**src/rtl/seg_scan_ctrl_pkg.sv**
```systemverilog
// Shared constants and helpers for the 4-digit multiplexed 7-segment scanner.
package seg_pkg;

   localparam int NDIG = 4;
   localparam logic [3:0] DIG_OFF = 4'b1111;

   // Active-low one-hot select for a digit index; digit 0 is the rightmost
   function automatic logic [3:0] dig_sel(input logic [1:0] idx);
      return ~(4'b0001 << idx);
   endfunction

endpackage

```
**src/rtl/seg_scan_ctrl_if.sv**
```systemverilog
// Display-side bus: value/load/blanking control in, digit select and nibble out.
interface seg_scan_ctrl_if;

   logic [15:0] data_in;
   logic        load;
   logic        blank_lz;
   logic [3:0]  bus_4;
   logic [3:0]  in_4;
   logic        frame_done;

   modport master (
      output data_in, load, blank_lz,
      input  bus_4, in_4, frame_done
   );

   modport slave (
      input  data_in, load, blank_lz,
      output bus_4, in_4, frame_done
   );

endinterface

```
**src/rtl/seg_scan_div.sv**
```systemverilog
// Slot timer: counts clock cycles within one digit slot and flags the
// blanking window at the start of the slot and the last cycle of the slot.
module seg_scan_div #(
   parameter int DIV   = 50000,
   parameter int BLANK = 16
) (
   input  logic clk,
   input  logic rst,
   output logic slot_end,
   output logic in_blank
);

   localparam int TW = (DIV > 1) ? $clog2(DIV) : 1;

   logic [TW-1:0] tick;

   // Free-running slot counter, wraps after DIV cycles
   always_ff @(posedge clk) begin
      if (rst) begin
         tick <= '0;
      end else if (tick == TW'(DIV - 1)) begin
         tick <= '0;
      end else begin
         tick <= tick + 1'b1;
      end
   end

   assign slot_end = (tick == TW'(DIV - 1));
   assign in_blank = (tick < TW'(BLANK));

endmodule

```
**src/rtl/seg_scan_ctrl.sv**
```systemverilog
// Round-robin scanner for a 4-digit common-anode display. The shown value
// only changes at frame boundaries so one frame never mixes two values.
module seg_scan_ctrl
   import seg_pkg::*;
#(
   parameter int DIV   = 50000,
   parameter int BLANK = 16
) (
   input  logic            clk,
   input  logic            rst,
   seg_scan_ctrl_if.slave  seg
);

   localparam int IW = $clog2(NDIG);

   logic [IW-1:0] idx;
   logic [15:0]   active;
   logic [15:0]   pending;
   logic          pend_valid;
   logic          slot_end;
   logic          in_blank;
   logic          boundary;
   logic          boundary_q;
   logic          lz_off;

   seg_scan_div #(
      .DIV   (DIV),
      .BLANK (BLANK)
   ) u_div (
      .clk      (clk),
      .rst      (rst),
      .slot_end (slot_end),
      .in_blank (in_blank)
   );

   assign boundary = slot_end && (idx == IW'(NDIG - 1));

   // Digit index steps once per slot and wraps back to the rightmost digit
   always_ff @(posedge clk) begin
      if (rst) begin
         idx <= '0;
      end else if (slot_end) begin
         idx <= idx + 1'b1;
      end
   end

   // Shadow register: loads park in pending and move to active only at a frame boundary
   always_ff @(posedge clk) begin
      if (rst) begin
         active     <= '0;
         pending    <= '0;
         pend_valid <= 1'b0;
      end else if (boundary) begin
         if (seg.load) begin
            active <= seg.data_in;
         end else if (pend_valid) begin
            active <= pending;
         end
         pend_valid <= 1'b0;
      end else if (seg.load) begin
         pending    <= seg.data_in;
         pend_valid <= 1'b1;
      end
   end

   // Leading-zero test: a digit is dark when it and every digit left of it are zero
   always_comb begin
      lz_off = 1'b0;
      if (seg.blank_lz) begin
         case (idx)
            2'd1:    lz_off = (active[15:4]  == 12'h000);
            2'd2:    lz_off = (active[15:8]  == 8'h00);
            2'd3:    lz_off = (active[15:12] == 4'h0);
            default: lz_off = 1'b0;
         endcase
      end
   end

   // Registered outputs; frame_done is delayed one extra cycle so it lines up
   // with the first output cycle of the new frame's digit 0 slot
   always_ff @(posedge clk) begin
      if (rst) begin
         seg.bus_4      <= DIG_OFF;
         seg.in_4       <= 4'h0;
         seg.frame_done <= 1'b0;
         boundary_q     <= 1'b0;
      end else begin
         boundary_q     <= boundary;
         seg.frame_done <= boundary_q;
         if (in_blank) begin
            seg.bus_4 <= DIG_OFF;
         end else begin
            seg.in_4  <= active[{idx, 2'b00} +: 4];
            seg.bus_4 <= lz_off ? DIG_OFF : dig_sel(idx);
         end
      end
   end

endmodule

```
**src/flat_wrapper.sv**
```systemverilog
// flat-port wrapper written by rule: the top's interface ports become plain ports
module seg_scan_ctrl_flat import seg_pkg::*;
#(
   parameter int DIV   = 50000,
   parameter int BLANK = 16
)
  (clk, rst, seg_data_in, seg_load, seg_blank_lz, seg_bus_4, seg_in_4, seg_frame_done);
  seg_scan_ctrl_if seg_i ();
  input  logic clk;
  input  logic rst;
  input wire logic [$bits(seg_i.data_in)-1:0] seg_data_in;
  input wire logic [$bits(seg_i.load)-1:0] seg_load;
  input wire logic [$bits(seg_i.blank_lz)-1:0] seg_blank_lz;
  output wire logic [$bits(seg_i.bus_4)-1:0] seg_bus_4;
  output wire logic [$bits(seg_i.in_4)-1:0] seg_in_4;
  output wire logic [$bits(seg_i.frame_done)-1:0] seg_frame_done;
  assign seg_i.data_in = seg_data_in;
  assign seg_i.load = seg_load;
  assign seg_i.blank_lz = seg_blank_lz;
  assign seg_bus_4 = seg_i.bus_4;
  assign seg_in_4 = seg_i.in_4;
  assign seg_frame_done = seg_i.frame_done;
  seg_scan_ctrl #(.DIV(DIV), .BLANK(BLANK)) u_core (.clk(clk), .rst(rst), .seg(seg_i));
endmodule
```
**config.mk**
```make
export PLATFORM = sky130hd
export DESIGN_NAME = seg_scan_ctrl_flat
export DESIGN_NICKNAME = d
export VERILOG_FILES = /design/src/rtl/seg_scan_ctrl_pkg.sv /design/src/rtl/seg_scan_ctrl_if.sv /design/src/rtl/seg_scan_div.sv /design/src/rtl/seg_scan_ctrl.sv /design/src/flat_wrapper.sv
export SDC_FILE = /design/constraint.sdc
export NUM_CORES = 1
export LEC_CHECK = 0
export CAP_MARGIN = 20
export CORE_AREA = 2 2 73 75
export DETAILED_ROUTE_END_ITERATION = 10
export DIE_AREA = 0 0 75 77
export DONT_BUFFER_PORTS = 1
export GPL_ROUTABILITY_DRIVEN = 0
export PLACE_DENSITY = 0.77
export SLEW_MARGIN = 5
export SYNTH_ARGS = -nofsm -noshare
export SYNTH_HDL_FRONTEND = slang
export SYNTH_SLANG_ARGS = --single-unit
```
**constraint.sdc**
```tcl
create_clock -name clk -period 2.79 [get_ports clk]
set_input_delay 0.279 -clock clk [delete_from_list [all_inputs] [get_ports clk]]
set_output_delay 0.279 -clock clk [all_outputs]
set_load 0.01 [all_outputs]
```
; ---- Yosys cells after proc, flatten, opt, wreduce, memory -nomap -nowiden
; Index checks and enable logic that the tools add are counted.
[totals]
reg_bits = 61
latchBits = 0
ramBits = 0
romBits = 0
inputBits = 20
output_inout_bits = 9
word_cells = 34
n_memories = 0
[classes]
add_sub_neg = 2
n_mul = 0
div_mod_pow = 0
order_cmp = 1
n_eq_ne = 4
n_shift = 2
muxes = 4
bitwise = 2
n_reduce_logical = 10
[ops]
columns = op, n
row1 = 2-to-1 mux 16 bit, 2
row2 = "adder 16 x 1 -> 16 bit, second input constant", 1
row3 = "== test 16 bit, second input constant", 1
row4 = "< comparator 16 x 5 -> 1 bit, second input constant", 1
row5 = variable part select 16 x 5 -> 4 bit, 1
row6 = zero test 12 bit, 1
row7 = zero test 8 bit, 1
row8 = "== test 2 bit, second input constant", 2
row9 = zero test 4 bit, 1
row10 = inverter 4 bit, 1
row11 = AND reduction 2 bit, 2
row12 = OR reduction 2 bit, 2
row13 = "left shift 1 x 2 -> 4 bit, first input constant", 1
row14 = case mux 1 bit (3 select lines), 1
row15 = OR reduction 3 bit, 1
row16 = "adder 2 x 1 -> 2 bit, second input constant", 1
row17 = "== test 2 x 1 -> 1 bit, second input constant", 1
row18 = nonzero test 2 bit, 1
row19 = logical AND 1 bit, 1
row20 = 2-to-1 mux 1 bit, 1
row21 = inverter 1 bit, 1

; ---- Longest topological paths before layout
; Gate-level depths: netlist of the first run.
[depth]
ltp_word = 4
depth_mapped = 7
mapped_depth_nobuf = 5

; ---- Modules after synthesis
; A second synthesis of the first run with hierarchy kept.
[unflattened]
cells_unflattened = 284
hier_area_um2 = 2706.3
[modules_own_cells]
columns = mod, n_inst, cells_per_inst, area_per_inst_um2, seq_area_each_um2
row1 = seg_scan_ctrl, 1, 204, 1964.4, 900.9
row2 = seg_scan_div, 1, 80, 742.0, 320.3

; ---- Worst setup path before layout of the first run
; OpenSTA, ideal clock, no wires.
[synth_timing]
path_type = register to register
startpoint = reg u_core.u_div.tick[0]
endpoint = reg u_core.active[0]
setup_ps = 121
arrival_time_ps = 1853
t_required_ps = 2669
path_slack_ps = 816
stages_incl_launch_ff = 7
path_buffers = 1
synth_period_minus_slack_ps = 1974
cell_sequence = dfxtp_1 > ha_1 > and3_1 > nand4_4 > nor4b_4 > buf_8 > mux2_4
[synth_via]
elab_chain_cells = 3
[synth_rtl]
columns = item, line_no
row1 = from (decl), seg_scan_div.sv:15  ; logic [TW-1:0] tick;
row2 = from (signal assigned), seg_scan_div.sv:24  ; tick <= tick + 1'b1;
row3 = == test 16 bit, seg_scan_div.sv:28  ; assign slot_end = (tick == TW'(DIV - 1));
row4 = logical AND 1 bit, seg_scan_ctrl.sv:36  ; assign boundary = slot_end && (idx == IW'(NDIG - 1));
row5 = AND reduction 2 bit (no source line), --
row6 = to (signal assigned), seg_scan_ctrl.sv:55  ; active <= seg.data_in;
row7 = to (signal assigned), seg_scan_ctrl.sv:57  ; active <= pending;
row8 = to (decl), seg_scan_ctrl.sv:17  ; logic [15:0] active;
; No other way between the ends.
; A chain may end at the register's enable or synchronous reset.

; ---- Worst setup path after layout of the first run
[layout_timing]
startpoint = reg u_core.u_div.tick[0]
endpoint = reg u_core.active[8]
; Same word-level chain as after synthesis.

==> results of run 1 <==
cells by family (layout without fill, tap and decap cells):
kind of cell    after synthesis  after routing  synth area share [%]
fa+ha+maj                     6              6                 2.469
flops                        61             61                 40.16
xor+xnor                      9              9                 2.593
compound gates               30             30                 5.967
buf+inv                      21             18                 3.415
simple gates                132            132                 24.73
mux                          52             52                 20.66
metrics by stage:
step	utilization, %	setup WS, ns	std cells	instance area (sq um)	hold slack, ns
final	64.08	0.7684	378	3189	0.03946
after global routing	64.08	0.6309	378	3189	0.002009
after CTS	64.08	0.7490	378	3189	0.002150
after detailed placement	61.36	0.7634	366	3054	0.3566
after global placement	61.36	0.8206	366	3054	0.3549
after floorplan	-	0.8160	311	3040	0.4132
flip-flops by register name (all words and copies together) (netlist names):
name and flops:
u_core.seg.in_4 4, u_core.active 16, u_core.pending 16, u_core.seg.bus_4 4, u_core.idx 2, u_core.u_div.tick 16, u_core.pend_valid 1, u_core.seg.frame_done 1
u_core.boundary_q 1
layer usage:
layer  share of wire [%]  wire length, um  GRT usage, %  vias to the layer above
met1                  48             2555         27.78                      958
met5                   0                0             0                        -
met3                 4.5              238         7.096                        7
met4                 1.6               85         9.107                        0
li1                    -                -             -                     1072
met2                  46             2445         29.39                       34
worst min path at each step:
stage                                      end  slack (ns)  cells after the start
after floorplan           u_core.u_div.tick[0]        0.41                      1
after global placement           u_core.idx[0]        0.35                      1
after detailed placement    u_core.seg.in_4[1]        0.36                      1
after CTS                        u_core.idx[0]       0.002                      1
after global routing             u_core.idx[0]       0.002                      1
final                            u_core.idx[0]        0.04                      1
worst max-delay path, cell delays in order (launching register included):
cell     delay (ns)
dfxtp_1        0.35
ha_1           0.22
and3_1         0.28
nand4_4        0.14
nor4b_4        0.23
buf_4          0.32
mux2_2         0.37
power breakdown:
group | internal, uW | leakage [uW] | total, uW | switching (uW)
clock network | 303 | 0.0000683 | 596 | 293
registers | 891 | 0.000496 | 901 | 9.99
logic | 41.5 | 0.000652 | 72.8 | 31.3
total | 1230 | 0.00122 | 1570 | 334
final cells by class:
cell class / instances / area, sq um
inverters: 4 / 15.01
flip-flops and latches: 61 / 1221
repair buffers: 2 / 15.01
multi-input cells: 229 / 1715
clock buffers: 12 / 135.1
well taps: 70 / 87.58
fillers: 419 / 1788
cells in the final DEF, fill, tap and decap left out:
cell type  instances
and2_1             1
xnor2_1            6
buf_4              2
and4_4             1
nand3_1           13
or3_1              4
clkbuf_1           3
xor2_1             3
mux4_2             4
nor3_1             4
a31oi_4            1
nand2_1            7
nor2_1            32
nand4_4            1
mux2_2             6
nor2b_1           17
nor4b_4            1
or4_1              1
nand3b_1           1
a21oi_1           13
nand4_1            4
inv_1              4
dfxtp_1           61
o211ai_1           3
o21ai_0           10
o31ai_1            1
nor4_1             5
mux2_4            10
nand2b_1          33
and4_1             2
and3_1             5
mux2i_1           32
ha_1               6
clkbuf_8           9
a21o_1             2
==> qor.yml, run 1 <==
outcome: "complete, no violations"
grt_max_degree: 77
timing.final.crit_period_ns: 2.022
cp-start-kind: "flip-flop"
first_iter_violations: 69
rr_startpoint: "u_core.u_div.tick[0]"
antenna_found_initial: 0
fin_setup_tns_ns: 0
num_vias: 2071
coreArea_sq_mm: 0.004977
area_delta_synth_final_pct: 4.897
post-route-period-util_pct: 72.46
peakVddDrop_uv: 253.3
holdCritPathClass: "in2reg"
drive_gt1_share_pct: 11.36
synth_cell_types: 36
synth_commonest_cells: "61 x dfxtp_1, 33 x nand2b_1, 32 x mux2i_1, 32 x nor2_1, 17 x nor2b_1"
numCtsBuffers: 9
finalClockSkew_ns: 0.007164
clock_path_buffers: 2
startpoint: "u_core.u_div.tick[0]"
rsz0062_at_grt: "false"
required_ns: 3.01
path_clk_slew_ns: 0.06
syn_inst: 311
grt_pass1_vias: 1903
post-cts-setup-buffer-count: 0
die_w_um: 75
holdBufCountCts: 0
synth_area_sq_mm: 0.003040
synthesis.nets: 337
hold_viol: 0
ant_nets: 0
end_kind: "flip-flop"
drc_errors: 0
cts_resized: 0
synth_flop_cell: "dfxtp_1"
avgSynthCellArea_sq_um: 9.776
synth_most_common_cell: "dfxtp_1"
num_rows: 26
drv_cap: 0
clk_latency_ns: 0.33
power_uw: 1569
grt_pass1_wl_mm: 8.873
cts_root_buf: "clkbuf_8"
seq_area_frac_synth_pct: 40.16
start_util_pct: 61.09
reg2reg_depth: 6
viasPerCell: 5.479
tritoncts: "done"
r2r_setup_slack_ns: 0.77
io_pins: 29
ys_top_cells_by_area: "dfxtp_1 40%, mux2i_1 11%, nand2b_1 6.8%, mux2_4 4.9%, nor2_1 4.0%"
p_leak_uw: 0.001216
avgRoutedWirePerCell_um: 14.09
yosysTopAreaCell: "dfxtp_1"
post-dp-hpwl_mm: 3.645
yosysTopAreaCellShare_pct: 40.16
arrival_ns: 2.24
cts_max_level: 3
clock.fmax_ghz: 0.4947
crit_fanout: 16
dr.pass1.iters: 4
synth-edff-count: 0
cts_sinks: 61
yosys_warnings: 0
relSlewSlack_pct: 68.18
track_usage_pct: 20.56
min_from: "rst"
synth-seq-cells: 61
grt.overflow.total: 0
endpoint: "u_core.active[8]"
diodes: 0
die-area_sq_mm: 0.005775
power.density_mw_per_mm2: 492.0
r2r_end: "u_core.active[8]"
drt-total-wl_mm: 5.325
timing_worst_setup_path_type: "reg2reg"
finalMaxSlewViolations: 0
layout.nets: 333
die_h_um: 77
worstMarginPinSlew_ns: 0.4773
ys_async_sr_fraction_pct: 0
setup_violations: 0
numPortBuffers: 0
Note: power is estimated with default switching activity, not from simulation.
==> run 2: changes to the inputs <==
--- a/config.mk
+++ b/config.mk
@@ -6,12 +6,12 @@
 export NUM_CORES = 1
 export LEC_CHECK = 0
 export CAP_MARGIN = 20
-export CORE_AREA = 2 2 73 75
+export CORE_AREA = 2 2 77 79
 export DETAILED_ROUTE_END_ITERATION = 10
-export DIE_AREA = 0 0 75 77
+export DIE_AREA = 0 0 79 81
 export DONT_BUFFER_PORTS = 1
 export GPL_ROUTABILITY_DRIVEN = 0
-export PLACE_DENSITY = 0.77
+export PLACE_DENSITY = 0.73
 export SLEW_MARGIN = 5
 export SYNTH_ARGS = -nofsm -noshare
 export SYNTH_HDL_FRONTEND = slang
==> constraint.sdc (replaced) <==
create_clock -name clk -period 1.65 [get_ports clk]
set_input_delay 0.165 -clock clk [delete_from_list [all_inputs] [get_ports clk]]
set_output_delay 0.165 -clock clk [all_outputs]
set_load 0.01 [all_outputs]
==> run 2 against run 1 <==
Effect of this change: the run now ends with negative setup slack left; register-to-register slack got worse by 0.82 ns; fmax rose by 19%; setup slack got worse by 0.82 ns; first-iteration DRC count rose by 59%; critical path depth rose by 1; non-clock buffer count rose by 49; highest routed layer unchanged; global-route usage rose by 1.7 points.
==> qor.yml, run 2 (synthesized netlist as in run 1, its figures left out) <==
outcome: "finished with violations"  # was complete, no violations
violations: "negative setup slack"
die_h_um: 81  # was 77 um
drv_cap: 0  # unchanged
numPortBuffers: 0  # unchanged
numCtsBuffers: 9  # unchanged
grt_max_degree: 63  # was 77
worst_slack_ns: -0.05255  # was 0.7684 ns
clk_latency_ns: 0.34  # was 0.33 ns
rsz0062_at_grt: "true"  # was false
finish.instance_area_sq_mm: 0.003840  # was 0.003189 sq mm
min_from: "rst"  # unchanged
dp_slack_ns: -0.07480  # was 0.7634 ns
start_util_pct: 53.57  # was 61.09%
dpl_cell_area_sq_mm: 0.003321  # was 0.003054 sq mm
timing.final.crit_period_ns: 1.703  # was 2.022 ns
grt.overflow.total: 0  # unchanged
first_iter_violations: 110  # was 69
holdCritPathClass: "in2reg"  # unchanged
hold_viol: 0  # unchanged
p_leak_uw: 0.001529  # was 0.001216 uW
diodes: 0  # unchanged
coreArea_sq_mm: 0.005675  # was 0.004977 sq mm
internal_power_uw: 2668  # was 1235 uW
relSlewSlack_pct: 59.36  # was 68.18%
arrival_ns: 1.93  # was 2.24 ns
cp-start-kind: "flip-flop"  # unchanged
ant_nets: 0  # unchanged
rr_startpoint: "u_core.u_div.tick[0]"  # unchanged
end_kind: "flip-flop"  # unchanged
post-route-period-util_pct: 103.2  # was 72.46%
finalMaxSlewViolations: 0  # unchanged
num_vias: 2359  # was 2071
setup_violations: 31  # was 0
cts_sinks: 61  # unchanged
p_comb_share_pct: 5.9  # was 4.6%
finalClockSkew_ns: 0.006913  # was 0.007164 ns
drt-total-wl_mm: 6.876  # was 5.325 mm
post-dp-hpwl_mm: 4.294  # was 3.645 mm
worstMarginPinSlew_ns: 0.6076  # was 0.4773 ns
path_cells: "ha_4 -> and3_4 -> nand4_4 -> nor4b_4 -> buf_4 -> buf_12 -> mux2_2"  # was ha_1 -> and3_1 -> nand4_4 -> nor4b_4 -> buf_4 -> mux2_2
peakVddDrop_uv: 700.5  # was 253.3 uV
mostFrequentLayoutCell: "dfxtp_1"  # unchanged
crit_fanout: 8  # was 16
die_w_um: 79  # was 75 um
cts_root_buf: "clkbuf_8"  # unchanged
hold-worst-slack_ns: 0.01304  # was 0.03946 ns
track_usage_pct: 22.23  # was 20.56%
reg_top3: "u_core.active: 16 flops, u_core.pending: 16 flops, u_core.u_div.tick: 16 flops"  # unchanged
timing_worst_setup_path_type: "reg2reg"  # unchanged
clock.fmax_ghz: 0.5874  # was 0.4947 GHz
post-route-util_pct: 67.66  # was 64.08%
required_ns: 1.88  # was 3.01 ns
cts_max_level: 3  # unchanged
cp_slowest_stage_delay_ns: 0.35  # was 0.37 ns
clock_path_buffers: 2  # unchanged
cp_num_buf_inv: 2  # was 1
die-area_sq_mm: 0.006399  # was 0.005775 sq mm
avgRoutedWirePerCell_um: 15.77  # was 14.09 um
viasPerCell: 5.411  # was 5.479
pwr-share-seq_pct: 45.5  # was 57.4%
grt_pass1_wl_mm: 10.74  # was 8.873 mm
drive_gt1_share_pct: 23.27  # was 11.36%
power_switching_uw: 682.0  # was 334.2 uW
power.density_mw_per_mm2: 872.4  # was 492.0 mW/mm^2
dr.pass1.iters: 4  # unchanged
fin_setup_tns_ns: -0.8770  # was 0 ns
area_delta_synth_final_pct: 26.30  # was 4.897%
tritoncts: "done"  # unchanged
slowest_stage: "dfxtp_2"  # was mux2_2
io_pins: 29  # unchanged
layout.nets: 382  # was 333
path_clk_slew_ns: 0.07  # was 0.06 ns
antenna_found_initial: 0  # unchanged
num_rows: 28  # was 26
drc_errors: 0  # unchanged
cp_top_family: "simple AND/OR/NAND/NOR gates"  # unchanged
grt_pass1_vias: 2271  # was 1903
startpoint: "u_core.u_div.tick[0]"  # unchanged
p_clk_share_pct: 48.6  # was 38.0%
switching_share_pct: 20.36  # was 21.30%
n_fill_cell: 432  # was 419
final_cell_mix: "59 x dfxtp_1, 33 x nand2b_1, 32 x nor2_1"  # was 61 x dfxtp_1, 33 x nand2b_1, 32 x mux2i_1, 32 x nor2_1, 17 x nor2b_1
## run 2: cell types whose count changed in the layout (fill, tap and decap cells not counted), sizes merged
cell / before / now
clkbuf: 12 / 14
bufinv: 0 / 3
clkinv: 0 / 1
buf: 2 / 32
dlygate4sd3: 0 / 17
## run 2: metal layers
layer | routed length (um) | GRT usage, % | up-vias
met5 | 0 | 0 | -
met4 | 152 | 8.621 | 0
met3 | 204 | 6.111 | 13
met2 | 3342 | 38.14 | 40
met1 | 3176 | 26.57 | 1136
li1 | - | - | 1170
## run 2: metrics by stage
step | power [uW] | instances
after floorplan | 1694 | 311
after global placement | 1697 | 398
after detailed placement | 1705 | 398
after CTS | 3363 | 431
after global routing | 3453 | 436
final | 3350 | 436
## run 2: repair_timing
action,CTS,global route
resized for setup,3,9
hold endpoints to repair,29,1
hold buffers,16,1
gates cloned,1,1
setup buffers,0,3
setup endpoints to repair,28,33
pin swaps,0,4
## run 2: cell type report
class	instances	area [sq um]	area share, %
repair buffers	51	498.0	12.97
inverters	4	15.01	0.3910
clock buffers	12	145.1	3.780
clock inverters	4	95.09	2.476
well taps	75	93.84	2.444
multi-input cells	229	1769	46.07
flip-flops and latches	61	1224	31.87
## run 2: path summary, 6_finish.rpt
path	endpoint	slack (ns)	cells past startpoint
min	u_core.pending[7]	0.01	2
max	u_core.active[13]	-0.05	7
min reg2reg	u_core.seg.frame_done	0.44	1
max reg2reg	u_core.active[13]	-0.05	7
## run 2: power groups by stage
| stage | clock network [uW] | registers [uW] | logic (uW) |
|---|---|---|---|
| global route | 1710 | 1530 | 216 |
| floorplan | 0 | 1550 | 140 |
| CTS | 1640 | 1520 | 195 |
| global placement | 0 | 1550 | 143 |
| finish | 1630 | 1520 | 198 |
| detailed placement | 0 | 1560 | 149 |
==> run 3: changes to the inputs <==
--- a/config.mk
+++ b/config.mk
@@ -6,13 +6,14 @@
 export NUM_CORES = 1
 export LEC_CHECK = 0
 export CAP_MARGIN = 20
-export CORE_AREA = 2 2 77 79
+export CORE_AREA = 2 2 110 112
 export DETAILED_ROUTE_END_ITERATION = 10
-export DIE_AREA = 0 0 79 81
+export DIE_AREA = 0 0 112 114
 export DONT_BUFFER_PORTS = 1
 export GPL_ROUTABILITY_DRIVEN = 0
-export PLACE_DENSITY = 0.73
+export RECOVER_POWER = 50
 export SLEW_MARGIN = 5
 export SYNTH_ARGS = -nofsm -noshare
 export SYNTH_HDL_FRONTEND = slang
+export SYNTH_HIERARCHICAL = 1
 export SYNTH_SLANG_ARGS = --single-unit
==> run 3 against run 2 <==
Effect of this change: the flow still finishes with violations (negative setup slack); via count shrank 5.1%; utilization shrank 33 points; clock power grew 23%; largest cell class unchanged.
==> qor.yml, run 3 <==
power.density_mw_per_mm2: 943.3  # was 872.4 mW/mm^2
drc_errors: 0  # unchanged
holdCritPathClass: "in2reg"  # unchanged
end_kind: "flip-flop"  # unchanged
yosysTopAreaCell: "dfxtp_1"  # unchanged
regArea_sq_mm: 0.001225  # was 0.001224 sq mm
viasPerCell: 4.569  # was 5.411
drive_gt1_share_pct: 40.23  # was 23.27%
required_ns: 1.91  # was 1.88 ns
die_h_um: 114  # was 81 um
clock.fmax_ghz: 0.5559  # was 0.5874 GHz
path_clk_slew_ns: 0.06  # was 0.07 ns
die-area_sq_mm: 0.01277  # was 0.006399 sq mm
grt_max_degree: 43  # was 63
io_pins: 29  # unchanged
relSlewSlack_pct: 77.07  # was 59.36%
timing_worst_setup_path_type: "reg2reg"  # unchanged
multi_input_area_sq_mm: 0.001708  # was 0.001769 sq mm
finalMaxSlewViolations: 0  # unchanged
reg_top3: "u_core/active: 16 flops, u_core/pending: 16 flops, u_core/u_div/tick: 16 flops"  # was u_core.active: 16 flops, u_core.pending: 16 flops, u_core.u_div.tick: 16 flops
setup_violations: 52  # was 31
synth_flop_cell: "dfxtp_1"  # unchanged
internal_power_uw: 2957  # was 2668 uW
synth_cell_types: 36  # unchanged
yosysTopAreaCellShare_pct: 45.12  # was 40.16%
post-route-util_pct: 34.19  # was 67.66%
antenna_found_initial: 0  # unchanged
synth-edff-count: 0  # unchanged
seq_area_frac_synth_pct: 45.12  # was 40.16%
p_comb_share_pct: 6.4  # was 5.9%
pwr-share-seq_pct: 40.5  # was 45.5%
mostFrequentLayoutCell: "dfxtp_1"  # unchanged
cts_max_level: 3  # unchanged
die_w_um: 112  # was 79 um
worst_slack_ns: -0.1490  # was -0.05255 ns
switching_share_pct: 21.70  # was 20.36%
post-route-period-util_pct: 109.0  # was 103.2%
peakVddDrop_uv: 377.6  # was 700.5 uV
crit_fanout: 6  # was 8
synth_area_sq_mm: 0.002706  # was 0.003040 sq mm
avgRoutedWirePerCell_um: 14.57  # was 15.77 um
dp.cells: 446  # was 398
final_cell_mix: "58 x dfxtp_1, 28 x buf_4, 27 x nand2_1"  # was 59 x dfxtp_1, 33 x nand2b_1, 32 x nor2_1
area_delta_synth_final_pct: 47.94  # was 26.30%
num_vias: 2239  # was 2359
tritoncts: "done"  # unchanged
synth_commonest_cells: "61 x dfxtp_1, 43 x nand2_1, 40 x nor2_1"  # was 61 x dfxtp_1, 33 x nand2b_1, 32 x mux2i_1, 32 x nor2_1, 17 x nor2b_1
power_uw: 3777  # was 3350 uW
finalClockSkew_ns: 0.007688  # was 0.006913 ns
cts_sinks: 61  # unchanged
cp-start-kind: "flip-flop"  # unchanged
clk_latency_ns: 0.33  # was 0.34 ns
violations: "negative setup slack"  # unchanged
arrival_ns: 2.06  # was 1.93 ns
diodes: 0  # unchanged
cts_root_buf: "clkbuf_16"  # was clkbuf_8
final_cells: 490  # was 436
grt_pass1_vias: 2230  # was 2271
ys_async_sr_fraction_pct: 0  # unchanged
p_clk_share_pct: 53.0  # was 48.6%
post-dp-hpwl_mm: 4.282  # was 4.294 mm
rsz0062_at_grt: "true"  # unchanged
first_iter_violations: 95  # was 110
synth-seq-cells: 61  # unchanged
dp_slack_ns: -0.2122  # was -0.07480 ns
power_switching_uw: 819.5  # was 682.0 uW
hold_viol: 0  # unchanged
p_leak_uw: 0.001497  # was 0.001529 uW
dr.pass1.iters: 4  # unchanged
numCtsBuffers: 9  # unchanged
drv_cap: 0  # unchanged
drt-total-wl_mm: 7.140  # was 6.876 mm
coreArea_sq_mm: 0.01171  # was 0.005675 sq mm
track_usage_pct: 11.20  # was 22.23%
n_fill_cell: 1199  # was 432
layout.nets: 364  # was 382
grt.overflow.total: 0  # unchanged
ys_top_cells_by_area: "dfxtp_1 45%, mux2i_1 6.3%, nand2_1 6.0%, nor2_1 5.5%, a211oi_1 5.0%"  # was dfxtp_1 40%, mux2i_1 11%, nand2b_1 6.8%, mux2_4 4.9%, nor2_1 4.0%
synth_most_common_cell: "dfxtp_1"  # unchanged
ant_nets: 0  # unchanged
yosys_warnings: 6  # was 0
hold-worst-slack_ns: 0.03539  # was 0.01304 ns
grt_pass1_wl_mm: 11.24  # was 10.74 mm
start_util_pct: 23.11  # was 53.57%
syn_inst: 284  # was 311
avgSynthCellArea_sq_um: 9.529  # was 9.776 sq um
numPortBuffers: 0  # unchanged
clock_path_buffers: 2  # unchanged
num_rows: 40  # was 28
outcome: "finished with violations"  # unchanged
worstMarginPinSlew_ns: 0.3408  # was 0.6076 ns
timing.final.crit_period_ns: 1.799  # was 1.703 ns
synthesis.nets: 310  # was 337
run 3: repair_timing:
| action | in CTS | in global routing |
|---|---|---|
| pin swaps | 8 | 30 |
| gates cloned | 4 | 1 |
| resized for setup | 17 | 65 |
| endpoints found under the setup margin | 56 | 57 |
| buffers inserted | 4 | 1 |
| hold buffers | 18 | 0 |
| endpoints found under the hold margin | 42 | 0 |
run 3: metrics by stage:
stage | setup TNS [ns] | instance area, sq um
2_1_floorplan | -2.231 | 2771
3_3_place_gp | -3.917 | 3047
3_5_place_dp | -6.335 | 3047
4_1_cts | -2.503 | 3715
5_1_grt | -9.002 | 4004
6_report | -4.399 | 4004
run 3: power by group through the flow:
stage	Clock (uW)	Combinational [uW]	Sequential [uW]
after floorplan	0	129	1550
after global placement	0	118	1550
after detailed placement	0	122	1550
after CTS	2040	196	1520
after global routing	2110	261	1530
final	2000	242	1530
run 3: cell type report:
cell class              instances  share of cell area, %
clock inverters                 7                  2.469
flip-flops and latches         61                  30.59
well taps                     147                  4.594
repair buffers                 56                  13.78
multi-input cells             207                  42.66
clock buffers                   9                  5.625
inverters                       3                 0.2813
run 3: routing by layer:
| layer | vias up | global-route usage (%) | routed length (um) |
|---|---|---|---|
| met4 | 0 | 5.935 | 132 |
| li1 | 1113 | - | - |
| met5 | - | 0 | 0 |
| met3 | 9 | 3.294 | 312 |
| met1 | 1078 | 14.43 | 3265 |
| met2 | 39 | 17.01 | 3429 |
run 3: kinds of logic (layout without fill, tap and decap cells):
| kind of cell | Yosys count | after routing | share of synthesized area (%) |
|---|---|---|---|
| XOR/XNOR | 14 | 14 | 4.531 |
| buffers and inverters | 20 | 75 | 5.131 |
| adder cells (fa/ha/maj) | 6 | 6 | 2.774 |
| multiplexers | 21 | 21 | 9.616 |
| AND/OR/NAND/NOR | 116 | 116 | 19.79 |
| AO/OA/AOI/OAI | 46 | 50 | 13.04 |
| flip-flops | 61 | 61 | 45.12 |
run 3: final timing paths:
| path | start | slack (ns) | endpoint | cells past startpoint |
|---|---|---|---|---|
| setup / recovery | u_core/u_div/tick[11] | -0.15 | u_core/pending[5] | 7 |
| hold / removal | seg_load | 0.04 | u_core/pend_valid | 2 |
| setup reg to reg | u_core/u_div/tick[11] | -0.15 | u_core/pending[5] | 7 |
| hold reg to reg | u_core/pending[12] | 0.46 | u_core/pending[12] | 2 |
run 3: worst max-delay path, stage by stage (launching register included):
cell,delay (ns)
dfxtp_2,0.31
or4_4,0.55
nor4_4,0.17
buf_4,0.20
a21bo_4,0.19
buf_12,0.16
nand2_4,0.05
a21oi_2,0.11
